==> src/rtl/execute_pkg.sv <==
// Shared definitions for the EX stage.
// ALU function codes, branch conditions and flag bit positions.
package execute_pkg;

  typedef enum logic [2:0] {
    FN_MOV = 3'b000,
    FN_ADD = 3'b001,
    FN_SUB = 3'b010,
    FN_AND = 3'b011,
    FN_OR  = 3'b100,
    FN_NOT = 3'b101,
    FN_SHL = 3'b110,
    FN_SHR = 3'b111
  } alu_fn_e;

  typedef enum logic [2:0] {
    BR_ALWAYS = 3'b000,
    BR_Z      = 3'b001,
    BR_N      = 3'b010,
    BR_C      = 3'b011
  } br_cond_e;

  localparam int FLG_Z = 0;
  localparam int FLG_N = 1;
  localparam int FLG_C = 2;

endpackage

==> src/rtl/execute_stage_alu16.sv <==
// Combinational 16-bit ALU with Z/N/C outputs.
// cwrite_o marks the ops whose carry is meaningful.
module alu16
  import execute_pkg::*;
#(
  parameter int DATA_W = 16
) (
  input  logic [DATA_W-1:0] a_i,
  input  logic [DATA_W-1:0] b_i,
  input  logic [2:0]        func_i,
  output logic [DATA_W-1:0] result_o,
  output logic              z_o,
  output logic              n_o,
  output logic              c_o,
  output logic              cwrite_o
);

  logic [3:0]      sh;
  logic [DATA_W:0] add_w;
  logic [DATA_W:0] sub_w;
  logic [DATA_W:0] shl_w;
  logic [DATA_W:0] shr_w;

  assign sh    = b_i[3:0];
  assign add_w = {1'b0, a_i} + {1'b0, b_i};
  assign sub_w = {1'b0, a_i} - {1'b0, b_i};
  // Guard bit catches the last bit shifted out; zero when sh==0
  assign shl_w = {1'b0, a_i} << sh;
  assign shr_w = {a_i, 1'b0} >> sh;

  always_comb begin
    result_o = a_i;
    c_o      = 1'b0;
    cwrite_o = 1'b0;
    unique case (func_i)
      FN_MOV: result_o = b_i;
      FN_ADD: begin
        result_o = add_w[DATA_W-1:0];
        c_o      = add_w[DATA_W];
        cwrite_o = 1'b1;
      end
      FN_SUB: begin
        result_o = sub_w[DATA_W-1:0];
        c_o      = sub_w[DATA_W];
        cwrite_o = 1'b1;
      end
      FN_AND: result_o = a_i & b_i;
      FN_OR:  result_o = a_i | b_i;
      FN_NOT: result_o = ~a_i;
      FN_SHL: begin
        result_o = shl_w[DATA_W-1:0];
        c_o      = shl_w[DATA_W];
        cwrite_o = 1'b1;
      end
      FN_SHR: begin
        result_o = shr_w[DATA_W:1];
        c_o      = shr_w[0];
        cwrite_o = 1'b1;
      end
      default: result_o = a_i;
    endcase
  end

  assign z_o = (result_o == '0);
  assign n_o = result_o[DATA_W-1];

endmodule

==> src/rtl/execute_stage.sv <==
// EX stage: operand select, ALU, Z/N/C flag register and branch resolve.
// A taken conditional branch consumes (clears) the flag it tested.
module execute_stage
  import execute_pkg::*;
#(
  parameter int DATA_W = 16
) (
  input  logic              clk,
  input  logic              rst,
  input  logic              aluOp,
  input  logic              branch,
  input  logic              aluSrc,
  input  logic [DATA_W-1:0] readData1,
  input  logic [DATA_W-1:0] readData2,
  input  logic [DATA_W-1:0] immediate,
  input  logic [2:0]        func,
  output logic [DATA_W-1:0] aluResult,
  output logic [2:0]        flag,
  output logic              branchTaken
);

  logic [DATA_W-1:0] op_b;
  logic [DATA_W-1:0] alu_res;
  logic              alu_z;
  logic              alu_n;
  logic              alu_c;
  logic              alu_cw;
  logic [2:0]        flag_d;
  logic [2:0]        flag_q;
  logic              taken;

  assign op_b = aluSrc ? immediate : readData2;

  alu16 #(
    .DATA_W(DATA_W)
  ) u_alu (
    .a_i     (readData1),
    .b_i     (op_b),
    .func_i  (func),
    .result_o(alu_res),
    .z_o     (alu_z),
    .n_o     (alu_n),
    .c_o     (alu_c),
    .cwrite_o(alu_cw)
  );

  always_comb begin
    taken = 1'b0;
    unique case (func)
      BR_ALWAYS: taken = 1'b1;
      BR_Z:      taken = flag_q[FLG_Z];
      BR_N:      taken = flag_q[FLG_N];
      BR_C:      taken = flag_q[FLG_C];
      default:   taken = 1'b0;
    endcase
  end

  always_comb begin
    aluResult = readData1;
    unique case (1'b1)
      branch:           aluResult = readData1;
      (!branch & aluOp): aluResult = alu_res;
      default:          aluResult = readData1;
    endcase
  end

  always_comb begin
    flag_d = flag_q;
    if (branch) begin
      if (taken) begin
        unique case (func)
          BR_Z:    flag_d[FLG_Z] = 1'b0;
          BR_N:    flag_d[FLG_N] = 1'b0;
          BR_C:    flag_d[FLG_C] = 1'b0;
          default: flag_d = flag_q;
        endcase
      end
    end else if (aluOp) begin
      flag_d[FLG_Z] = alu_z;
      flag_d[FLG_N] = alu_n;
      if (alu_cw) flag_d[FLG_C] = alu_c;
    end
  end

  always_ff @(posedge clk or negedge rst) begin
    if (!rst) flag_q <= 3'b000;
    else      flag_q <= flag_d;
  end

  assign flag        = flag_q;
  assign branchTaken = taken;

endmodule

==> config.mk <==
export PLATFORM = sky130hd
export DESIGN_NAME = execute_stage
export DESIGN_NICKNAME = d
export VERILOG_FILES = /design/src/rtl/execute_pkg.sv /design/src/rtl/execute_stage_alu16.sv /design/src/rtl/execute_stage.sv
export SDC_FILE = /design/constraint.sdc
export NUM_CORES = 1
export LEC_CHECK = 0
export ABC_AREA = 1
export ABC_CLOCK_PERIOD_IN_PS = 3500
export CAP_MARGIN = 40
export CORE_MARGIN = 1
export CORE_UTILIZATION = 58
export CTS_BUF_LIST = sky130_fd_sc_hd__clkbuf_8
export CTS_CLUSTER_SIZE = 40
export DETAILED_ROUTE_END_ITERATION = 6
export HOLD_SLACK_MARGIN = 0.06
export PLACE_DENSITY = 0.84
export SLEW_MARGIN = 10
export SYNTH_ARGS = -nofsm -noshare
export SYNTH_HDL_FRONTEND = slang
export SYNTH_SLANG_ARGS = --single-unit
==> constraint.sdc <==
create_clock -name clk -period 3.5 [get_ports clk]
set_input_delay 0.525 -clock clk [delete_from_list [all_inputs] [get_ports clk]]
set_output_delay 0.525 -clock clk [all_outputs]
set_load 0.01 [all_outputs]
==> results of run 1 <==
-- synth_stat cells, types with 4 or more instances --
cell / n / area, sq um
a211oi_1: 4 / 30.03
inv_1: 119 / 446.7
o211ai_1: 5 / 37.54
nand3_1: 199 / 996.0
a21oi_1: 34 / 170.2
clkbuf_1: 5 / 18.77
nand2_4: 5 / 56.30
nand3_2: 19 / 190.2
o21ai_0: 48 / 240.2
buf_6: 5 / 56.30
buf_2: 16 / 80.08
nand2_2: 12 / 75.07
nand3b_1: 8 / 60.06
or2_2: 13 / 81.33
nand4_1: 18 / 112.6
nor2_1: 87 / 326.6
nor3_1: 6 / 30.03
nand2_1: 271 / 1017
ha_1: 60 / 750.7
-- through the flow --
step,hold WS (ps),area [sq um],TNS [ps],utilization [%],cells
floorplan,229.4,5206,0,-,974
global placement,519.3,7371,-11400,84.52,1321
detailed placement,508.4,7371,-12310,84.52,1321
CTS,476.2,8004,0,91.78,1346
-- layer usage --
metal	GRT usage [%]	overflow
met5	5.495	0
met4	76.35	3
met3	51.95	0
met2	92.52	3
met1	74.01	0
-- what timing repair did --
| action | CTS |
|---|---|
| cloned | 1 |
| resized for setup | 171 |
| pin swaps | 34 |
| buffers inserted | 21 |
| endpoints found under the setup margin | 17 |
-- cells by family after synthesis --
logic type,after synthesis,synth area share [%]
simple gates,646,58.38
buf+inv,157,13.41
compound gates,105,11.42
fa+ha+maj,62,15.19
flops,3,1.442
xor+xnor,1,0.1683
==> out/metrics.yaml, run 1 <==
synth_area_sq_um: 5206
grt_pass1_wl_mm: 53.62
synth-seq-cells: 3
synth-edff-count: 0
grt_pass1_vias: 9974
ys_warn_count: 0
stop_error: "[ERROR GRT-0116] Global routing finished with congestion. Check the congestion regions in the DRC Viewer."
start_util_pct: 59.70
cts_hold_buf: 0
synth-main-ff-cell: "dfrtp_1"
overflow: 6
async_flop_share_pct: 100.0
cts.sinks: 3
avgSynthCellArea_sq_um: 5.345
boundaryPins: 76
outcome: "aborted with a tool error"
die_height_microns: 96.75
cts_max_level: 1
grt_max_degree: 38
cts.path.max_buffers: 2
io_buffers: 75
lastStage: "global routing (5_1_grt)"
syn-num-nets: 1092
place.gp.congestion: 1.059
root_buffer: "clkbuf_8"
cts_buffers: 3
hpwlAfterDp_mm: 18.44
synth-seq-area-share_pct: 1.442
synth.distinct_cells: 43
die_x_microns: 96.75
rows: 34
synthCells: 974
post-place-ws_ps: -1018
grt_usage_pct: 72.97
==> run 2, diff against run 1 <==
--- a/config.mk
+++ b/config.mk
@@ -9,12 +9,9 @@
 export ABC_CLOCK_PERIOD_IN_PS = 3500
 export CAP_MARGIN = 40
 export CORE_MARGIN = 1
-export CORE_UTILIZATION = 58
-export CTS_BUF_LIST = sky130_fd_sc_hd__clkbuf_8
-export CTS_CLUSTER_SIZE = 40
+export CORE_UTILIZATION = 40
 export DETAILED_ROUTE_END_ITERATION = 6
-export HOLD_SLACK_MARGIN = 0.06
-export PLACE_DENSITY = 0.84
+export PLACE_DENSITY_LB_ADDON = 0.15
 export SLEW_MARGIN = 10
 export SYNTH_ARGS = -nofsm -noshare
 export SYNTH_HDL_FRONTEND = slang
==> run 2 against run 1 <==
Effect of this change:
- the flow now finishes without violations
- synthesized cell count did not move
- area after synthesis did not move
==> out/metrics.yaml, run 2 <==
outcome: "finished, final reports clean"
path_cells: "clkbuf_2 > buf_6 > clkinv_8 > buf_12 > nand2_8 > nand2_8 > ha_4 > buf_4 > buf_4 > nand2_1 > nand2_2 > and2_1 > nor2_1 > nor2_1 > nor4_2 > buf_4 > nand3_1 > nand2_1 > o21ai_1 > buf_2"
slew_headroom_pct: 52.11
route.detailed.drc: 0
synthToLayoutAreaGrowth_pct: 67.63
root_buffer: "clkbuf_16"
final_util_pct: 68.88
crit_path_max_incr_delay_ps: 210
vias: 7685
synth_common_cells: "271 x nand2_1, 199 x nand3_1, 119 x inv_1, 87 x nor2_1, 60 x ha_1"
n_fill_cell: 1128
synth-seq-area-share_pct: 1.442
vdd_drop_max_mv: 0.1350
drive_above_1_share_pct: 37.45
place.gp.congestion: 0.9816
boundaryPins: 76
overflow: 0
yosysMostFrequentCell: "nand2_1"
hpwlAfterDp_mm: 19.41
seq_area_sq_um: 75.07
crit_top_cell: "buf_4"
path_max_fanout: 7
syn-num-nets: 1092
die_area_sq_um: 13480
maxCapViolCount: 0
die_height_microns: 116.1
post-place-ws_ps: -955.6
crit_start: "aluSrc"
synth_area_leader_cell: "nand2_1"
crit_required_ps: 2970
final_cell_area_sq_um: 8727
cp_top_family: "buffers and inverters"
drt-initial-drc-count: 817
max_freq_mhz: 294.7
layout_common_cells: "231 x nand2_1, 211 x buf_4, 174 x nand3_1"
synth.distinct_cells: 43
multiInputGateArea_sq_um: 5376
r2r_slack_ps: 2420
synth-main-ff-cell: "dfrtp_1"
finClkSkew_ps: 0.7595
slew_viol_final: 0
finalSetupTns_ps: 0
period_minus_slack_ps: 3394
grt_antenna_before_repair: 1
arrival_ps: 2870
finalWorstSetupSlack_ps: 106.2
path_depth: 20
grt_pass1_vias: 7299
core_area_sq_um: 12670
grt_pass1_wl_mm: 36.84
avgSynthCellArea_sq_um: 5.345
cts_tree: "done"
antenna_cells: 0
ant_nets: 0
total_leakage_power_nw: 4.395
routed_wl_mm: 24.37
r2r_cells: 7
start_util_pct: 41.09
finalNetCount: 1366
rr_startpoint: "flag[1]$_DFFE_PN0P_"
crit_type: "input port to output pin"
hold_viol_final: 0
synth_area_leaders: "nand2_1 20%, nand3_1 19%, ha_1 14%, inv_1 8.6%, nor2_1 6.3%"
cts_max_level: 1
clock_latency_ps: 220
rows: 41
grt_usage_pct: 35.84
async_flop_share_pct: 100.0
cts.path.max_buffers: 2
synthCells: 974
setup_viol: 0
worst_slew_pin_slew_ps: 717.6
synth-seq-cells: 3
grt_max_degree: 38
final_common_cell: "nand2_1"
finalCritPeriodShare_pct: 96.97
synth_area_sq_um: 5206
whs_ps: 483.5
cts_hold_buf: 0
die_x_microns: 116.1
cts_buffers: 3
netlist.area_leader.share_pct: 19.54
dpl_cell_area_sq_um: 7496
via_per_inst: 5.416
cp-start-kind: "input port"
critPathCaptureType: "output pin"
synth-edff-count: 0
r2r-end: "flag[0]$_DFFE_PN0P_"
hp-class: "input port to asynchronous set/reset pin"
clk_pin_slew_ps: 30
crit_slowest_cell: "nor4_2"
io_buffers: 75
worst-path-buf-inv: 8
ys_warn_count: 0
p_per_area_nw_per_um2: 207.6
largest_reg_flops: 3
cts.sinks: 3
avgRoutedWirePerCell_microns: 17.17
first_pass_iters: 5
==> run 2: layer usage <==
metal	routed length [microns]	track usage (%)	share of wire, %
met2	11340	60.71	47
met5	8	0	0.033
met3	1788	5.439	7.3
met1	10220	45.29	42
met4	1007	14.53	4.1
==> run 2: cell families after synthesis <==
logic type / count (synthesis) / share of synthesized area, %
xor gates and xnor gates: 1 / 0.1683
and+or+nand+nor: 646 / 58.38
buffers and inverters: 157 / 13.41
DFF: 3 / 1.442
adders and majority gates: 62 / 15.19
AOI/OAI and AO/OA: 105 / 11.42
==> run 2: worst max-delay path by stage <==
stage	slack, ps	endpoint
final	110	aluResult[3]
after global routing	-30	aluResult[3]
after CTS	10	aluResult[11]
after detailed placement	-960	aluResult[10]
after global placement	-970	aluResult[10]
after floorplan	110	aluResult[14]
==> run 2: timing repair <==
| item | in CTS | in global routing |
|---|---|---|
| pin swaps | 35 | 59 |
| cloned | 1 | 0 |
| buffers inserted | 16 | 8 |
| setup endpoints to repair | 17 | 18 |
| gates resized for setup | 199 | 135 |
==> run 2: final cells by class <==
cell class | instances | share of cell area, %
clock buffer | 4 | 0.9032
inverter | 125 | 5.749
multi-input combinational | 814 | 61.61
sequential | 3 | 0.8602
tap | 172 | 2.466
timing repair buffer | 300 | 28.34
timing repair inverter | 1 | 0.07168
==> run 2: through the flow <==
stage          total power [mW]  std cells
4_1_cts                   1.656       1412
5_1_grt                   1.942       1419
3_3_place_gp              1.326       1391
6_report                  1.811       1419
3_5_place_dp              1.331       1391
2_1_floorplan            0.7271        974
==> run 2: power by group <==
group / switching, mW / total (mW) / internal, mW
registers: 0.00346 / 0.0429 / 0.0395
clock network: 0.0295 / 0.180 / 0.150
logic: 0.873 / 1.59 / 0.716
total: 0.906 / 1.81 / 0.905
==> run 2: worst reg2reg max path, delay by kind of cell (launching register included) <==
| family | cells | cell delay (ps) |
|---|---|---|
| AO/OA/AOI/OAI | 2 | 210 |
| buffers and inverters | 2 | 110 |
| flip-flops | 1 | 340 |
| AND/OR/NAND/NOR | 3 | 280 |
Note: power is estimated with default switching activity, not from simulation.
==> run 3, diff against run 2 <==
--- a/config.mk
+++ b/config.mk
@@ -8,8 +8,10 @@
 export ABC_AREA = 1
 export ABC_CLOCK_PERIOD_IN_PS = 3500
 export CAP_MARGIN = 40
+export CELL_PAD_IN_SITES_DETAIL_PLACEMENT = 1
+export CELL_PAD_IN_SITES_GLOBAL_PLACEMENT = 1
 export CORE_MARGIN = 1
-export CORE_UTILIZATION = 40
+export CORE_UTILIZATION = 38
 export DETAILED_ROUTE_END_ITERATION = 6
 export PLACE_DENSITY_LB_ADDON = 0.15
 export SLEW_MARGIN = 10
==> run 3 against run 2 <==
Effect of this change:
- the run now fails in global routing (5_1_grt)
- synthesized cell count unchanged
- area after synthesis did not move
==> out/metrics.yaml, run 3 <==
synth-seq-cells: 3
yosysMostFrequentCell: "nand2_1"
netlist.area_leader.share_pct: 19.54
synth_common_cells: "271 x nand2_1, 199 x nand3_1, 119 x inv_1, 87 x nor2_1, 60 x ha_1"
hpwlAfterDp_mm: 24.64
synth-edff-count: 0
cts.sinks: 3
cts_max_level: 1
die_height_microns: 119.1
dp_cells: 1408
synth-main-ff-cell: "dfrtp_1"
ys_warn_count: 0
synthCells: 974
worst-ep-kind: "output port"
synth-seq-area-share_pct: 1.442
cts_buffers: 3
stop_error: "[ERROR GRT-0232] Routing congestion too high. Check the congestion heatmap in the GUI."
syn-num-nets: 1092
avgSynthCellArea_sq_um: 5.345
cts.path.max_buffers: 2
die_x_microns: 119.1
grt_usage_pct: 92.97
grt_max_degree: 38
synth_area_leader_cell: "nand2_1"
boundaryPins: 76
place.gp.congestion: 1.002
start_util_pct: 39.16
root_buffer: "clkbuf_16"
synth_area_leaders: "nand2_1 20%, nand3_1 19%, ha_1 14%, inv_1 8.6%, nor2_1 6.3%"
overflow: 821
async_flop_share_pct: 100.0
postGrtWorstEndpoint: "aluResult[15]"
io_buffers: 75
synth_area_sq_um: 5206
lastStage: "global routing (5_1_grt)"
rows: 42
synth.distinct_cells: 43
outcome: "aborted with a tool error"
run 3: timing repair:
item                                    in CTS
hold buffers                                 0
endpoints found under the setup margin      19
gates cloned                                 2
gates resized for setup                    211
buffers inserted                            32
pin swaps                                   33
run 3: cell families after synthesis:
logic type / share of synthesized area, %
AOI/OAI and AO/OA: 11.42
buffers and inverters: 13.41
xor gates and xnor gates: 0.1683
DFF: 1.442
and+or+nand+nor: 58.38
adders and majority gates: 15.19
run 3: metal layers:
metal  GRT overflow  global-route usage, %
met1              3                  86.66
met2            620                  120.6
met3              2                  68.39
met4            196                  104.7
met5              0                  26.84
run 3: per-stage QoR:
step                setup WS (ps)  hold WS (ps)  cell area [sq um]
detailed placement          -1152         522.9               7636
floorplan                   106.6         229.4               5206
CTS                        -15.62         493.3               8452
global placement            -1059         519.6               7636
